**config.mk**
```make
export PLATFORM = sky130hd
export DESIGN_NAME = load_store_unit
export DESIGN_NICKNAME = d
export VERILOG_FILES = /design/src/rtl/lsu_pkg.sv /design/src/rtl/lsu_lane_align.sv /design/src/rtl/load_store_unit.sv
export SDC_FILE = /design/constraint.sdc
export NUM_CORES = 1
export LEC_CHECK = 0
export BUFFER_PORTS_ARGS = -buffer_cell sky130_fd_sc_hd__buf_2
export CAP_MARGIN = 20
export CORE_ASPECT_RATIO = 1.25
export CORE_MARGIN = 2
export CORE_UTILIZATION = 30
export CTS_BUF_LIST = sky130_fd_sc_hd__clkbuf_16
export DETAILED_ROUTE_END_ITERATION = 10
export GPL_ROUTABILITY_DRIVEN = 0
export GPL_TIMING_DRIVEN = 0
export MAX_ROUTING_LAYER = met4
export PLACE_DENSITY_LB_ADDON = 0.12
export SYNTH_ARGS = -nofsm -noshare
export SYNTH_HDL_FRONTEND = slang
export SYNTH_HIERARCHICAL = 1
export SYNTH_SLANG_ARGS = --single-unit
```
**constraint.sdc**
```tcl
create_clock -name clk -period 3.1 [get_ports clk]
set_clock_uncertainty 0.15 [all_clocks]
set_input_delay 0.465 -clock clk [delete_from_list [all_inputs] [get_ports clk]]
set_output_delay 0.465 -clock clk [all_outputs]
set_load 0.01 [all_outputs]
```
**src/rtl/lsu_pkg.sv**
```systemverilog
// Shared definitions for the load/store unit: funct3 encodings, FSM states
// and access legality helpers.
package lsu_pkg;

    localparam logic [2:0] LB  = 3'b000;
    localparam logic [2:0] LH  = 3'b001;
    localparam logic [2:0] LW  = 3'b010;
    localparam logic [2:0] LBU = 3'b100;
    localparam logic [2:0] LHU = 3'b101;
    localparam logic [2:0] SB  = 3'b000;
    localparam logic [2:0] SH  = 3'b001;
    localparam logic [2:0] SW  = 3'b010;

    typedef enum logic [1:0] {
        IDLE,
        REQ,
        RDWAIT,
        RESP
    } lsu_state_e;

    function automatic logic is_legal(input logic we, input logic [2:0] funct3);
        if (we)
            return (funct3 == SB) || (funct3 == SH) || (funct3 == SW);
        return (funct3 == LB) || (funct3 == LH) || (funct3 == LW) ||
               (funct3 == LBU) || (funct3 == LHU);
    endfunction

    // Store encodings coincide with LH/LW, so one check covers both directions.
    function automatic logic is_misaligned(input logic [2:0] funct3, input logic [1:0] off);
        case (funct3)
            LH, LHU: return off[0];
            LW:      return off != 2'b00;
            default: return 1'b0;
        endcase
    endfunction

endpackage

```
**src/rtl/lsu_lane_align.sv**
```systemverilog
// Combinational lane steering: store byte enables / replicated write data,
// and load byte/halfword extraction with sign or zero extension.
module lsu_lane_align
    import lsu_pkg::*;
(
    input  logic        we,
    input  logic [2:0]  funct3,
    input  logic [1:0]  off,
    input  logic [31:0] wdata,
    input  logic [31:0] rdata,
    output logic [3:0]  be,
    output logic [31:0] wdata_lane,
    output logic [31:0] rdata_ext
);

    logic [31:0] shifted;
    logic [7:0]  byte_sel;
    logic [15:0] half_sel;

    assign shifted  = rdata >> {off, 3'b000};
    assign byte_sel = shifted[7:0];
    assign half_sel = off[1] ? rdata[31:16] : rdata[15:0];

    always_comb begin
        be         = 4'b1111;
        wdata_lane = '0;
        if (we) begin
            case (funct3)
                SB: begin
                    be         = 4'b0001 << off;
                    wdata_lane = {4{wdata[7:0]}};
                end
                SH: begin
                    be         = off[1] ? 4'b1100 : 4'b0011;
                    wdata_lane = {2{wdata[15:0]}};
                end
                default: begin
                    be         = 4'b1111;
                    wdata_lane = wdata;
                end
            endcase
        end
    end

    always_comb begin
        case (funct3)
            LB:      rdata_ext = {{24{byte_sel[7]}}, byte_sel};
            LH:      rdata_ext = {{16{half_sel[15]}}, half_sel};
            LW:      rdata_ext = rdata;
            LBU:     rdata_ext = {24'b0, byte_sel};
            LHU:     rdata_ext = {16'b0, half_sel};
            default: rdata_ext = '0;
        endcase
    end

endmodule

```
**src/rtl/load_store_unit.sv**
```systemverilog
// MEM-stage load/store unit: one outstanding access, registered memory-side outputs.
// Define LSU_MISALIGN_TRAP_EN to report misaligned halfword/word accesses as errors.
module load_store_unit
    import lsu_pkg::*;
#(
    parameter int DM_ADDRESS = 9,
    parameter int DATA_W     = 32
) (
    input  logic                  clk,
    input  logic                  rst_n,
    input  logic                  req_valid,
    output logic                  req_ready,
    input  logic                  req_we,
    input  logic [2:0]            req_funct3,
    input  logic [31:0]           req_addr,
    input  logic [DATA_W-1:0]     req_wdata,
    output logic                  rsp_valid,
    output logic [DATA_W-1:0]     rsp_rdata,
    output logic                  rsp_err,
    output logic                  m_req,
    output logic                  m_we,
    output logic [3:0]            m_be,
    output logic [DM_ADDRESS-1:0] m_addr,
    output logic [DATA_W-1:0]     m_wdata,
    input  logic                  m_gnt,
    input  logic                  m_rvalid,
    input  logic [DATA_W-1:0]     m_rdata
);

    lsu_state_e state_q, state_d;

    logic        we_q, we_d;
    logic [2:0]  funct3_q, funct3_d;
    logic [1:0]  off_q, off_d;

    logic                  m_req_d, m_we_d, rsp_valid_d, rsp_err_d;
    logic [3:0]            m_be_d;
    logic [DM_ADDRESS-1:0] m_addr_d;
    logic [DATA_W-1:0]     m_wdata_d, rsp_rdata_d;

    logic        al_we;
    logic [2:0]  al_funct3;
    logic [1:0]  al_off;
    logic [3:0]  al_be;
    logic [31:0] al_wdata, al_rdata;
    logic        bad_access;
    logic        unused_addr;

    assign req_ready   = (state_q == IDLE);
    assign unused_addr = ^req_addr[31:DM_ADDRESS];

    // One aligner serves both directions: live request fields while idle, captured ones afterwards.
    assign al_we     = (state_q == IDLE) ? req_we             : we_q;
    assign al_funct3 = (state_q == IDLE) ? req_funct3         : funct3_q;
    assign al_off    = (state_q == IDLE) ? req_addr[1:0]      : off_q;

    lsu_lane_align u_align (
        .we         (al_we),
        .funct3     (al_funct3),
        .off        (al_off),
        .wdata      (req_wdata),
        .rdata      (m_rdata),
        .be         (al_be),
        .wdata_lane (al_wdata),
        .rdata_ext  (al_rdata)
    );

`ifdef LSU_MISALIGN_TRAP_EN
    assign bad_access = !is_legal(req_we, req_funct3) || is_misaligned(req_funct3, req_addr[1:0]);
`else
    assign bad_access = !is_legal(req_we, req_funct3);
`endif

    always_comb begin
        state_d     = state_q;
        we_d        = we_q;
        funct3_d    = funct3_q;
        off_d       = off_q;
        m_req_d     = m_req;
        m_we_d      = m_we;
        m_be_d      = m_be;
        m_addr_d    = m_addr;
        m_wdata_d   = m_wdata;
        rsp_valid_d = rsp_valid;
        rsp_err_d   = rsp_err;
        rsp_rdata_d = rsp_rdata;
        case (state_q)
            IDLE: begin
                if (req_valid) begin
                    we_d     = req_we;
                    funct3_d = req_funct3;
                    off_d    = req_addr[1:0];
                    if (bad_access) begin
                        state_d     = RESP;
                        rsp_valid_d = 1'b1;
                        rsp_err_d   = 1'b1;
                        rsp_rdata_d = '0;
                    end else begin
                        state_d   = REQ;
                        m_req_d   = 1'b1;
                        m_we_d    = req_we;
                        m_be_d    = al_be;
                        m_addr_d  = {req_addr[DM_ADDRESS-1:2], 2'b00};
                        m_wdata_d = al_wdata;
                    end
                end
            end
            REQ: begin
                if (m_gnt) begin
                    m_req_d = 1'b0;
                    m_we_d  = 1'b0;
                    if (we_q) begin
                        state_d     = RESP;
                        rsp_valid_d = 1'b1;
                        rsp_err_d   = 1'b0;
                        rsp_rdata_d = '0;
                    end else begin
                        state_d = RDWAIT;
                    end
                end
            end
            RDWAIT: begin
                if (m_rvalid) begin
                    state_d     = RESP;
                    rsp_valid_d = 1'b1;
                    rsp_err_d   = 1'b0;
                    rsp_rdata_d = al_rdata;
                end
            end
            RESP: begin
                state_d     = IDLE;
                rsp_valid_d = 1'b0;
                rsp_err_d   = 1'b0;
                rsp_rdata_d = '0;
            end
            default: state_d = IDLE;
        endcase
    end

    always_ff @(posedge clk or negedge rst_n) begin
        if (!rst_n) begin
            state_q   <= IDLE;
            we_q      <= 1'b0;
            funct3_q  <= '0;
            off_q     <= '0;
            m_req     <= 1'b0;
            m_we      <= 1'b0;
            m_be      <= '0;
            m_addr    <= '0;
            m_wdata   <= '0;
            rsp_valid <= 1'b0;
            rsp_err   <= 1'b0;
            rsp_rdata <= '0;
        end else begin
            state_q   <= state_d;
            we_q      <= we_d;
            funct3_q  <= funct3_d;
            off_q     <= off_d;
            m_req     <= m_req_d;
            m_we      <= m_we_d;
            m_be      <= m_be_d;
            m_addr    <= m_addr_d;
            m_wdata   <= m_wdata_d;
            rsp_valid <= rsp_valid_d;
            rsp_err   <= rsp_err_d;
            rsp_rdata <= rsp_rdata_d;
        end
    end

endmodule

```
==> metrics.csv, run 1 <==
stage,metric,value,unit
status,status,"finished, final reports clean",
cts,buffers inserted by post-CTS timing repair,0,
drt,drt pass-1 iters,4,
layout,cell area after layout,0.00678,mm2
critical_path,Critical Path Start,state_q[0]$_DFFE_PN0P_,
floorplan,cell row count,54,
cts,CTS Sinks,87,
cts,Clock Tree Root,sky130_fd_sc_hd__clkbuf_16,
layout,register cell area after layout,0.00218,mm2
layout,area growth from synthesis to layout,26.5,%
timing,unrepaired setup endpoints after global routing,no,
place,total placed instance area,0.00647,mm2
synth,ys flop type,sky130_fd_sc_hd__dfrtp_1,
power,switching power share of the total,0.429,
timing,number of pins exceeding their max-slew limit in the final report,0,
critical_path,most numerous cell on the critical path,sky130_fd_sc_hd__nand2_1,
synth,number of warnings printed during yosys synthesis,6,
layout,fraction of layout instances using a drive strength above 1,0.410,
synth,fraction of synthesis flops using an asynchronous set or reset pin,1.00,
critical_path,worst reg2reg startpoint,state_q[0]$_DFFE_PN0P_,
place,post-DP HPWL,12000,um
floorplan,Horiz. Die Dim,124,um
critical_path,category of the worst setup path capture point,flip-flop,
global_route,wire length of the first global-routing pass,24300,um
floorplan,core area,0.0175,mm2
place,IO Port Bufs,161,
power,internal power summed over all cells,4280,uW
critical_path,Slowest Stage Delay on Critical Path,0.44,ns
synth,mean post-synth cell area,10.5,um2
critical_path,flop-to-flop setup slack,0.21,ns
global_route,number of global-route vias before repair,4520,
power,Sw Pwr,3220,uW
layout,area used by multi-input combinational logic,0.00276,mm2
timing,Worst Max-Slew Pin Slew,0.686,ns
synth,instance count of the mapped netlist,512,
floorplan,overall die area,0.0190,mm2
global_route,initial antenna violation count,1,
power,part of the power in registers,0.253,
drt,via total after detailed routing,4304,
critical_path,top fanout value on the critical path,15,
layout,Filler Cell Count,1786,
drt,DRC errors left,0,
flow_run,Max Cap Violations,0,
cts,maximum clock insertion buffer count,2,
synth,post-synthesis instance area,0.00536,mm2
cts,register clock-pin slew on the reported worst setup and hold paths,0.07,ns
critical_path,worst r2r path cells,11,
timing,clock period minus worst slack,2.89,ns
synth,number of distinct library cell variants in the gate-level netlist after synthesis,47,
critical_path,data required time of the critical path,3.22,ns
power,worst voltage drop across the vdd grid,430,uV
power,power share of the combinational group,0.600,
global_route,Overflow after GRT,0,
layout,Final Util,0.387,
power,share of power burned in the clock network,0.146,
cts,total clock buffers created by CTS,9,
power,power density of the placed cells,1110,mW/mm2
timing,number of hold-slack violations in the final timing report,0,
drt,wire length per cell after detailed routing,16.9,um
synth,"EDFF count, synth",0,
drt,number of DRC markers after the initial detailed-route iteration,189,
timing,setup_tns,0,ns
timing,Slew Limit Headroom,0.543,
drt,aggregate routed wire length,15400,um
synth,Seq cells post-synth,87,
critical_path,nature of the critical path startpoint,flip-flop,
timing,Max Fclk,347,MHz
critical_path,kind of critical path,flip-flop to flip-flop,
drt,Final ANT Viol Nets,0,
min_path,Hold/Removal Path Class,input port to asynchronous set/reset pin,
cts,clock tree from TritonCTS,done,
place,Placed Instances,899,
power,leakage,0.00350,uW
critical_path,slowest cell on the critical path,sky130_fd_sc_hd__dfrtp_1,
power,Total Power Consumption,7500,uW
drt,number of vias per cell,4.70,
floorplan,initial standard-cell utilization of the core,0.306,
critical_path,"Cell Chain, Critical Path",inv_1 -> ha_1 -> buf_6 -> mux2_2 -> buf_4 -> nor3_1 -> buf_2 -> nand2_1 -> o211ai_1 -> nand2_1 -> mux2i_1,
floorplan,num ports,187,
floorplan,height of the die,153,um
layout,final instance count without filler cells,915,
timing,final number of setup-violating endpoints,0,
synth,register area share after synthesis,0.406,
cts,clk_lat worst skew,0.36,ns
global_route,gr usage total,0.172,
cts,number of buffers added to fix hold violations after cts,0,
layout,Total Nets Final,794,
critical_path,Crit path arrival time,3.01,ns
global_route,pin count of the biggest net entering global routing,50,
critical_path,capture instance of the worst register-to-register path,rsp_rdata[11]$_DFFE_PN0P_,
cts,H-tree levels,3,
timing,final worst-path cycle share,0.931,
-- synthesized netlist by cell type, types with 4 or more instances --
| master | n | area share |
|---|---|---|
| sky130_fd_sc_hd__nand2_1 | 90 | 0.063 |
| sky130_fd_sc_hd__dfrtp_1 | 87 | 0.41 |
| sky130_fd_sc_hd__mux2i_1 | 62 | 0.12 |
| sky130_fd_sc_hd__mux2_4 | 39 | 0.11 |
| sky130_fd_sc_hd__inv_1 | 38 | 0.027 |
| sky130_fd_sc_hd__a21oi_1 | 20 | 0.019 |
| sky130_fd_sc_hd__mux2_2 | 19 | 0.040 |
| sky130_fd_sc_hd__nor2_1 | 11 | 0.0077 |
| sky130_fd_sc_hd__a21oi_2 | 10 | 0.016 |
| sky130_fd_sc_hd__buf_2 | 10 | 0.0093 |
| sky130_fd_sc_hd__o21ai_0 | 10 | 0.0093 |
| sky130_fd_sc_hd__buf_6 | 9 | 0.019 |
| sky130_fd_sc_hd__clkbuf_1 | 9 | 0.0063 |
| sky130_fd_sc_hd__nor2b_1 | 9 | 0.011 |
| sky130_fd_sc_hd__o211ai_1 | 9 | 0.013 |
| sky130_fd_sc_hd__a21boi_0 | 8 | 0.011 |
| sky130_fd_sc_hd__and2_1 | 8 | 0.0093 |
| sky130_fd_sc_hd__nand3_1 | 8 | 0.0075 |
| sky130_fd_sc_hd__o211a_1 | 8 | 0.015 |
| sky130_fd_sc_hd__buf_4 | 5 | 0.0070 |
| sky130_fd_sc_hd__nand2b_1 | 5 | 0.0058 |
| sky130_fd_sc_hd__ha_1 | 4 | 0.0093 |
-- layout make-up --
class / count / share of cell area
timing repair buffer: 162 / 0.122
sequential: 87 / 0.321
antenna: 1 / 0.000369
buffer: 36 / 0.0417
clock inverter: 7 / 0.0103
clock buffer: 9 / 0.0332
tap: 224 / 0.0414
multi-input combinational: 350 / 0.408
inverter: 39 / 0.0216
-- worst max path at each step --
stage	to	slack (ns)	depth (start not counted)
2_1_floorplan	m_wdata[10]$_DFFE_PN0P_	0.20	11
3_3_place_gp	m_wdata[31]$_DFFE_PN0P_	-0.28	11
3_5_place_dp	m_be[0]$_DFFE_PN0P_	-0.32	10
4_1_cts	m_be[0]$_DFFE_PN0P_	0.08	9
5_1_grt	rsp_rdata[13]$_DFFE_PN0P_	0.02	11
6_report	rsp_rdata[11]$_DFFE_PN0P_	0.21	11
-- registers in the layout, indices dropped and copies added (netlist names) --
signal	count
m_req	1
m_be	4
state_q	2
rsp_valid	1
rsp_err	1
m_we	1
m_addr	7
rsp_rdata	32
funct3_q	3
off_q	2
we_q	1
m_wdata	32
-- metal layers --
layer / routed length, um / share of wire / track usage / vias up
met2: 7670 / 0.50 / 0.286 / 131
met3: 787 / 0.051 / 0.0343 / 15
met4: 224 / 0.015 / 0.0487 / 0
li1: - / - / - / 2093
met1: 6740 / 0.44 / 0.211 / 2065
met5: 0 / 0 / - / -
-- layout by cell type, fill, tap and decap left out, drive strengths merged, types with 9 or more instances in the layout --
| cell | netlist | routed |
|---|---|---|
| buf | 28 | 190 |
| inv | 39 | 44 |
| a21oi | 31 | 31 |
| o211ai | 10 | 10 |
| o21ai | 11 | 11 |
| nand2 | 90 | 90 |
| nor2 | 12 | 12 |
| dfrtp | 87 | 87 |
| mux2i | 63 | 63 |
| nor2b | 9 | 9 |
| mux2 | 59 | 59 |
| clkbuf | 9 | 17 |
-- power groups by stage --
stage / logic [uW] / registers (uW) / clock network [uW]
4_1_cts: 4550 / 1910 / 1140
5_1_grt: 4970 / 1970 / 1180
6_report: 4500 / 1900 / 1100
2_1_floorplan: 3060 / 2100 / 0
3_3_place_gp: 4510 / 1900 / 0
3_5_place_dp: 4550 / 1920 / 0
-- worst max-delay path: cells and delay by family, from the launching register on --
kind,cells,cell delay [ns]
buffers and inverters,4,0.81
muxes,2,0.55
and+or+nand+nor,3,0.51
DFF,1,0.44
adders and majority gates,1,0.19
AOI/OAI and AO/OA,1,0.14
-- cell families after synthesis --
kind of cell / synth area share
compound gates: 0.117
mux: 0.270
buf+inv: 0.0808
simple gates: 0.116
other cells: 0.000700
flops: 0.406
fa+ha+maj: 0.00934
-- through the flow --
step	hold WS (ns)	setup slack (ns)
6_report	0.00508	0.215
5_1_grt	0.0467	0.0181
4_1_cts	0.0112	0.0770
3_5_place_dp	0.338	-0.323
3_3_place_gp	0.335	-0.283
2_1_floorplan	0.0194	0.205
-- timing repair --
| action | CTS | global route |
|---|---|---|
| gates resized for setup | 0 | 2 |
| cloned | 0 | 0 |
| endpoints found under the setup margin | 47 | 17 |
No activity file was read; power rests on OpenSTA's default activity.
==> inputs of run 2 (changes only) <==
--- a/config.mk
+++ b/config.mk
@@ -5,7 +5,7 @@
 export SDC_FILE = /design/constraint.sdc
 export NUM_CORES = 1
 export LEC_CHECK = 0
-export BUFFER_PORTS_ARGS = -buffer_cell sky130_fd_sc_hd__buf_2
+export BUFFER_PORTS_ARGS = -buffer_cell sky130_fd_sc_hd__buf_4
 export CAP_MARGIN = 20
 export CORE_ASPECT_RATIO = 1.25
 export CORE_MARGIN = 2
==> metrics.csv, run 2 (synthesis results as in run 1) <==
stage,metric,value,unit,change
cts,register clock-pin slew on the reported worst setup and hold paths,0.07,ns,about the same
floorplan,num ports,187,,unchanged
place,post-DP HPWL,12100,um,was 12000 um
layout,diode insertion count for antenna repair,0,,was 1
flow_run,Max Cap Violations,0,,unchanged
critical_path,category of the worst setup path capture point,flip-flop,,unchanged
timing,unrepaired setup endpoints after global routing,no,,unchanged
critical_path,buffers plus inverters on the worst setup path,4,,unchanged
floorplan,height of the die,153,um,unchanged
global_route,pin count of the biggest net entering global routing,46,,was 50
drt,Final ANT Viol Nets,0,,unchanged
power,power share of the combinational group,0.603,,was 0.600
floorplan,cell row count,54,,unchanged
floorplan,initial standard-cell utilization of the core,0.306,,unchanged
drt,wire length per cell after detailed routing,17.0,um,was 16.9 um
power,leakage,0.00361,uW,was 0.00350 uW
global_route,number of global-route vias before repair,4586,,was 4520
layout,area growth from synthesis to layout,34.8,%,was 26.5%
layout,fraction of layout instances using a drive strength above 1,0.410,,about the same
drt,via total after detailed routing,4271,,was 4304
timing,clock period minus worst slack,2.84,ns,was 2.89 ns
critical_path,"Cell Chain, Critical Path",inv_1 -> ha_1 -> buf_6 -> mux2_2 -> buf_6 -> nor2_1 -> buf_4 -> nand2_1 -> a21oi_2 -> nand2_1 -> mux2i_1,,was inv_1 -> ha_1 -> buf_6 -> mux2_2 -> buf_4 -> nor3_1 -> buf_2 -> nand2_1 -> o211ai_1 -> nand2_1 -> mux2i_1
power,internal power summed over all cells,4690,uW,was 4280 uW
layout,Filler Cell Count,1743,,was 1786
critical_path,kind of cell adding the most delay to the critical path,buffers and inverters,,unchanged
floorplan,Horiz. Die Dim,124,um,unchanged
cts,maximum clock insertion buffer count,2,,unchanged
critical_path,data required time of the critical path,3.22,ns,about the same
cts,clock tree from TritonCTS,done,,unchanged
drt,number of vias per cell,4.67,,was 4.70
cts,H-tree levels,3,,unchanged
power,Sw Pwr,3210,uW,was 3220 uW
power,share of power burned in the clock network,0.154,,was 0.146
power,power density of the placed cells,1090,mW/mm2,was 1110 mW/mm2
critical_path,top fanout value on the critical path,15,,unchanged
global_route,initial antenna violation count,0,,was 1
floorplan,overall die area,0.0190,mm2,unchanged
drt,number of DRC markers after the initial detailed-route iteration,152,,was 189
timing,Worst Max-Slew Pin Slew,0.644,ns,was 0.686 ns
timing,min setup slack post-route,0.260,ns,was 0.215 ns
timing,Max Fclk,352,MHz,was 347 MHz
layout,leading registers by flop count,"m_wdata x32, rsp_rdata x32, m_addr x7",,unchanged
global_route,Overflow after GRT,0,,unchanged
floorplan,core area,0.0175,mm2,unchanged
timing,Slew Limit Headroom,0.571,,was 0.543
drt,DRC errors left,0,,unchanged
place,"worst slack, placed",-0.286,ns,was -0.323 ns
global_route,gr usage total,0.175,,was 0.172
power,part of the power in registers,0.243,,was 0.253
layout,most frequent cells in the layout,"sky130_fd_sc_hd__buf_4 (166), sky130_fd_sc_hd__nand2_1 (90), sky130_fd_sc_hd__dfrtp_1 (87)",,"was sky130_fd_sc_hd__buf_2 (170), sky130_fd_sc_hd__nand2_1 (90), sky130_fd_sc_hd__dfrtp_1 (87)"
power,switching power share of the total,0.406,,was 0.429
min_path,Hold/Removal Path Class,input port to flip-flop,,was input port to asynchronous set/reset pin
timing,setup_tns,0,ns,unchanged
layout,"most common cell after layout, fill and taps aside",sky130_fd_sc_hd__buf_4,,was sky130_fd_sc_hd__buf_2
timing,number of pins exceeding their max-slew limit in the final report,0,,unchanged
timing,final number of setup-violating endpoints,0,,unchanged
critical_path,kind of critical path,flip-flop to flip-flop,,unchanged
cts,total clock buffers created by CTS,9,,unchanged
drt,aggregate routed wire length,15600,um,was 15400 um
critical_path,slowest cell on the critical path,sky130_fd_sc_hd__dfrtp_1,,unchanged
layout,Total Nets Final,795,,was 794
power,worst voltage drop across the vdd grid,410,uV,was 430 uV
status,status,"finished, final reports clean",,unchanged
critical_path,Slowest Stage Delay on Critical Path,0.43,ns,was 0.44 ns
timing,number of hold-slack violations in the final timing report,0,,unchanged
cts,Clock Tree Root,sky130_fd_sc_hd__clkbuf_16,,unchanged
place,IO Port Bufs,161,,unchanged
critical_path,Crit path arrival time,2.96,ns,was 3.01 ns
critical_path,nature of the critical path startpoint,flip-flop,,unchanged
cts,clk_lat worst skew,0.35,ns,was 0.36 ns
cts,buffers inserted by post-CTS timing repair,0,,unchanged
global_route,wire length of the first global-routing pass,24700,um,was 24300 um
cts,CTS Sinks,87,,unchanged
timing,final worst-path cycle share,0.916,,was 0.931
drt,drt pass-1 iters,4,,unchanged
run 2: area by class of cell:
cell class,count,area [um2],share of cell area
clock buffers,9,225,0.0312
flip-flops and latches,87,2180,0.301
well taps,224,280,0.0388
multi-input cells,350,2760,0.382
inverters,39,146,0.0203
plain buffers,36,285,0.0395
clock inverters,7,101,0.0140
repair buffers,163,1250,0.172
run 2: path summary, 6_finish.rpt:
check,startpoint,endpoint,slack (ns),depth (start not counted)
setup / recovery,state_q[0]$_DFFE_PN0P_,rsp_rdata[20]$_DFFE_PN0P_,0.26,11
hold / removal,req_addr[7],m_addr[7]$_DFFE_PN0P_,0.19,2
setup reg to reg,state_q[0]$_DFFE_PN0P_,rsp_rdata[20]$_DFFE_PN0P_,0.26,11
hold reg to reg,rsp_err$_DFFE_PN0P_,rsp_err$_DFFE_PN0P_,0.35,1
max in group asynchronous,rst_n,m_be[1]$_DFFE_PN0P_,1.63,3
min in group asynchronous,rst_n,off_q[0]$_DFFE_PN0P_,0.52,2
run 2: per-layer routing:
layer	GRT usage	vias to the layer above	share of wire
met5	-	-	0
met3	0.0451	10	0.069
li1	-	2085	-
met4	0.0482	0	0.014
met2	0.285	135	0.50
met1	0.214	2041	0.42
run 2: timing repair:
item | in CTS | in global routing
endpoints found under the hold margin | 2 | 0
gates resized for setup | 0 | 3
cloned | 0 | 0
hold buffers | 1 | 0
endpoints found under the setup margin | 47 | 16
run 2: stage by stage:
step           instances  utilization  hold WS [ns]  area, um2  total power (uW)
5_1_grt              915        0.413         0.174       7220              8530
2_1_floorplan        513            -        0.0194       5360              5160
4_1_cts              915        0.412         0.173       7210              7990
3_3_place_gp         898        0.391         0.335       6850              6690
3_5_place_dp         899        0.393         0.345       6880              6730
6_report             915        0.413         0.188       7220              7910
run 2: power by group through the flow:
stage / sequential, uW / clock [uW] / combinational [uW]
3_5_place_dp: 1940 / 0 / 4790
3_3_place_gp: 1930 / 0 / 4760
4_1_cts: 1930 / 1250 / 4800
2_1_floorplan: 2100 / 0 / 3060
6_report: 1920 / 1220 / 4770
5_1_grt: 2000 / 1310 / 5230
==> inputs of run 3 (changes only) <==
==> constraint.sdc (replaced) <==
create_clock -name clk -period 2.9 [get_ports clk]
set_clock_uncertainty 0.15 [all_clocks]
set_input_delay 0.435 -clock clk [delete_from_list [all_inputs] [get_ports clk]]
set_output_delay 0.435 -clock clk [all_outputs]
set_load 0.01 [all_outputs]
==> metrics.csv, run 3 (synthesis results as in run 1) <==
stage,metric,value,unit,change
critical_path,category of the worst setup path capture point,flip-flop,,unchanged
drt,via total after detailed routing,4296,,was 4271
cts,clock tree from TritonCTS,done,,unchanged
cts,H-tree levels,3,,unchanged
global_route,gr usage total,0.175,,about the same
min_path,Hold/Removal Path Class,input port to flip-flop,,unchanged
layout,diode insertion count for antenna repair,0,,unchanged
power,power density of the placed cells,1180,mW/mm2,was 1090 mW/mm2
power,internal power summed over all cells,5130,uW,was 4690 uW
critical_path,top fanout value on the critical path,13,,was 15
power,power share of the combinational group,0.610,,was 0.603
drt,wire length per cell after detailed routing,17.0,um,about the same
layout,Filler Cell Count,1734,,was 1743
layout,area used by multi-input combinational logic,0.00279,mm2,was 0.00276 mm2
timing,number of hold-slack violations in the final timing report,0,,unchanged
cts,register clock-pin slew on the reported worst setup and hold paths,0.07,ns,about the same
layout,cell area after layout,0.00732,mm2,was 0.00722 mm2
floorplan,core area,0.0175,mm2,unchanged
critical_path,Slowest Stage Delay on Critical Path,0.44,ns,was 0.43 ns
timing,final worst-path cycle share,0.937,,was 0.916
global_route,number of global-route vias before repair,4580,,was 4586
timing,final number of setup-violating endpoints,0,,unchanged
floorplan,cell row count,54,,unchanged
global_route,wire length of the first global-routing pass,24700,um,about the same
timing,setup_tns,0,ns,unchanged
critical_path,kind of cell adding the most delay to the critical path,multiplexers,,was buffers and inverters
floorplan,overall die area,0.0190,mm2,unchanged
place,"worst slack, placed",-0.486,ns,was -0.286 ns
cts,Clock Tree Root,sky130_fd_sc_hd__clkbuf_16,,unchanged
timing,clock period minus worst slack,2.72,ns,was 2.84 ns
global_route,pin count of the biggest net entering global routing,46,,unchanged
power,part of the power in registers,0.239,,was 0.243
drt,drt pass-1 iters,4,,unchanged
layout,final instance count without filler cells,923,,was 915
power,worst voltage drop across the vdd grid,441,uV,was 410 uV
power,Sw Pwr,3500,uW,was 3210 uW
place,IO Port Bufs,161,,unchanged
timing,Fin Hold WS,0.158,ns,was 0.188 ns
timing,number of pins exceeding their max-slew limit in the final report,0,,unchanged
layout,area growth from synthesis to layout,36.6,%,was 34.8%
drt,Final ANT Viol Nets,0,,unchanged
floorplan,Horiz. Die Dim,124,um,unchanged
floorplan,height of the die,153,um,unchanged
timing,min setup slack post-route,0.182,ns,was 0.260 ns
power,switching power share of the total,0.405,,was 0.406
drt,number of DRC markers after the initial detailed-route iteration,168,,was 152
cts,maximum clock insertion buffer count,2,,unchanged
timing,Worst Max-Slew Pin Slew,0.644,ns,about the same
cts,total clock buffers created by CTS,9,,unchanged
power,leakage,0.00365,uW,was 0.00361 uW
critical_path,slowest cell on the critical path,sky130_fd_sc_hd__dfrtp_1,,unchanged
layout,"most common cell after layout, fill and taps aside",sky130_fd_sc_hd__buf_4,,unchanged
drt,aggregate routed wire length,15700,um,was 15600 um
drt,DRC errors left,0,,unchanged
power,share of power burned in the clock network,0.151,,was 0.154
cts,CTS Sinks,87,,unchanged
drt,number of vias per cell,4.65,,was 4.67
global_route,initial antenna violation count,0,,unchanged
layout,leading registers by flop count,"m_wdata x32, rsp_rdata x32, m_addr x7",,unchanged
place,total placed instance area,0.00688,mm2,unchanged
floorplan,num ports,187,,unchanged
critical_path,Crit path arrival time,2.83,ns,was 2.96 ns
critical_path,buffers plus inverters on the worst setup path,3,,was 4
flow_run,Max Cap Violations,0,,unchanged
cts,clk_lat worst skew,0.35,ns,about the same
critical_path,data required time of the critical path,3.02,ns,was 3.22 ns
layout,most frequent cells in the layout,"sky130_fd_sc_hd__buf_4 (173), sky130_fd_sc_hd__nand2_1 (89), sky130_fd_sc_hd__dfrtp_1 (87)",,"was sky130_fd_sc_hd__buf_4 (166), sky130_fd_sc_hd__nand2_1 (90), sky130_fd_sc_hd__dfrtp_1 (87)"
critical_path,kind of critical path,flip-flop to flip-flop,,unchanged
place,post-DP HPWL,12100,um,unchanged
timing,unrepaired setup endpoints after global routing,yes,,was no
place,Placed Instances,899,,unchanged
layout,Total Nets Final,803,,was 795
status,status,"finished, final reports clean",,unchanged
global_route,Overflow after GRT,0,,unchanged
timing,Slew Limit Headroom,0.571,,about the same
layout,fraction of layout instances using a drive strength above 1,0.425,,was 0.410
layout,register cell area after layout,0.00218,mm2,unchanged
timing,Max Fclk,368,MHz,was 352 MHz
floorplan,initial standard-cell utilization of the core,0.306,,unchanged
critical_path,"Cell Chain, Critical Path",inv_1 -> ha_1 -> buf_6 -> mux2_2 -> nand2b_1 -> o32ai_2 -> a21oi_4 -> buf_4 -> a21oi_1 -> nand2_1 -> mux2i_1,,was inv_1 -> ha_1 -> buf_6 -> mux2_2 -> buf_6 -> nor2_1 -> buf_4 -> nand2_1 -> a21oi_2 -> nand2_1 -> mux2i_1
critical_path,nature of the critical path startpoint,flip-flop,,unchanged
## run 3: path summary, 6_finish.rpt
check / slack [ns] / cells after the start / startpoint / end
worst max-delay path: 0.18 / 11 / state_q[0]$_DFFE_PN0P_ / rsp_rdata[17]$_DFFE_PN0P_
worst min-delay path: 0.16 / 2 / req_addr[7] / m_addr[7]$_DFFE_PN0P_
worst max register to register: 0.18 / 11 / state_q[0]$_DFFE_PN0P_ / rsp_rdata[17]$_DFFE_PN0P_
worst min register to register: 0.35 / 1 / rsp_err$_DFFE_PN0P_ / rsp_err$_DFFE_PN0P_
max in group asynchronous: 1.46 / 3 / rst_n / m_be[1]$_DFFE_PN0P_
min in group asynchronous: 0.49 / 2 / rst_n / state_q[1]$_DFFE_PN0P_
## run 3: power by group through the flow
stage	clock network [uW]	registers [uW]	logic [uW]
after global routing	1400	2130	5760
after CTS	1340	2070	5170
after floorplan	0	2240	3270
final	1300	2060	5260
after global placement	0	2060	5090
after detailed placement	0	2080	5120
## run 3: through the flow
stage               utilization  power [uW]
global placement          0.391        7150
CTS                       0.413        8570
finish                    0.418        8620
floorplan                     -        5520
detailed placement        0.393        7200
global route              0.418        9290
## run 3: final cells by class
type,count,share of cell area
well taps,224,0.0383
multi-input cells,350,0.381
plain buffers,36,0.0398
inverters,39,0.0200
repair buffers,171,0.178
flip-flops and latches,87,0.297
clock buffers,9,0.0308
clock inverters,7,0.0138
## run 3: what timing repair did
item	in CTS	in global routing
hold buffers	1	0
setup buffers	0	7
resized for setup	3	13
gates cloned	0	1
pin swaps	0	3
endpoints found under the setup margin	64	44
hold endpoints to repair	44	0
## run 3: metal layers
| metal | global-route usage | wire, um | vias to the layer above | part of all wire |
|---|---|---|---|---|
| met3 | 0.0451 | 1080 | 9 | 0.069 |
| met4 | 0.0482 | 216 | 0 | 0.014 |
| met5 | - | 0 | - | 0 |
| met1 | 0.215 | 6640 | 2045 | 0.42 |
| met2 | 0.284 | 7750 | 138 | 0.49 |
| li1 | - | - | 2104 | - |
## run 3: worst register-to-register path: cells and delay by family, from the launching register on
| kind | cells | cell delay [ns] |
|---|---|---|
| AOI/OAI and AO/OA | 3 | 0.55 |
| adders and majority gates | 1 | 0.20 |
| buffers and inverters | 3 | 0.43 |
| DFF | 1 | 0.44 |
| muxes | 2 | 0.55 |
| and+or+nand+nor | 2 | 0.32 |
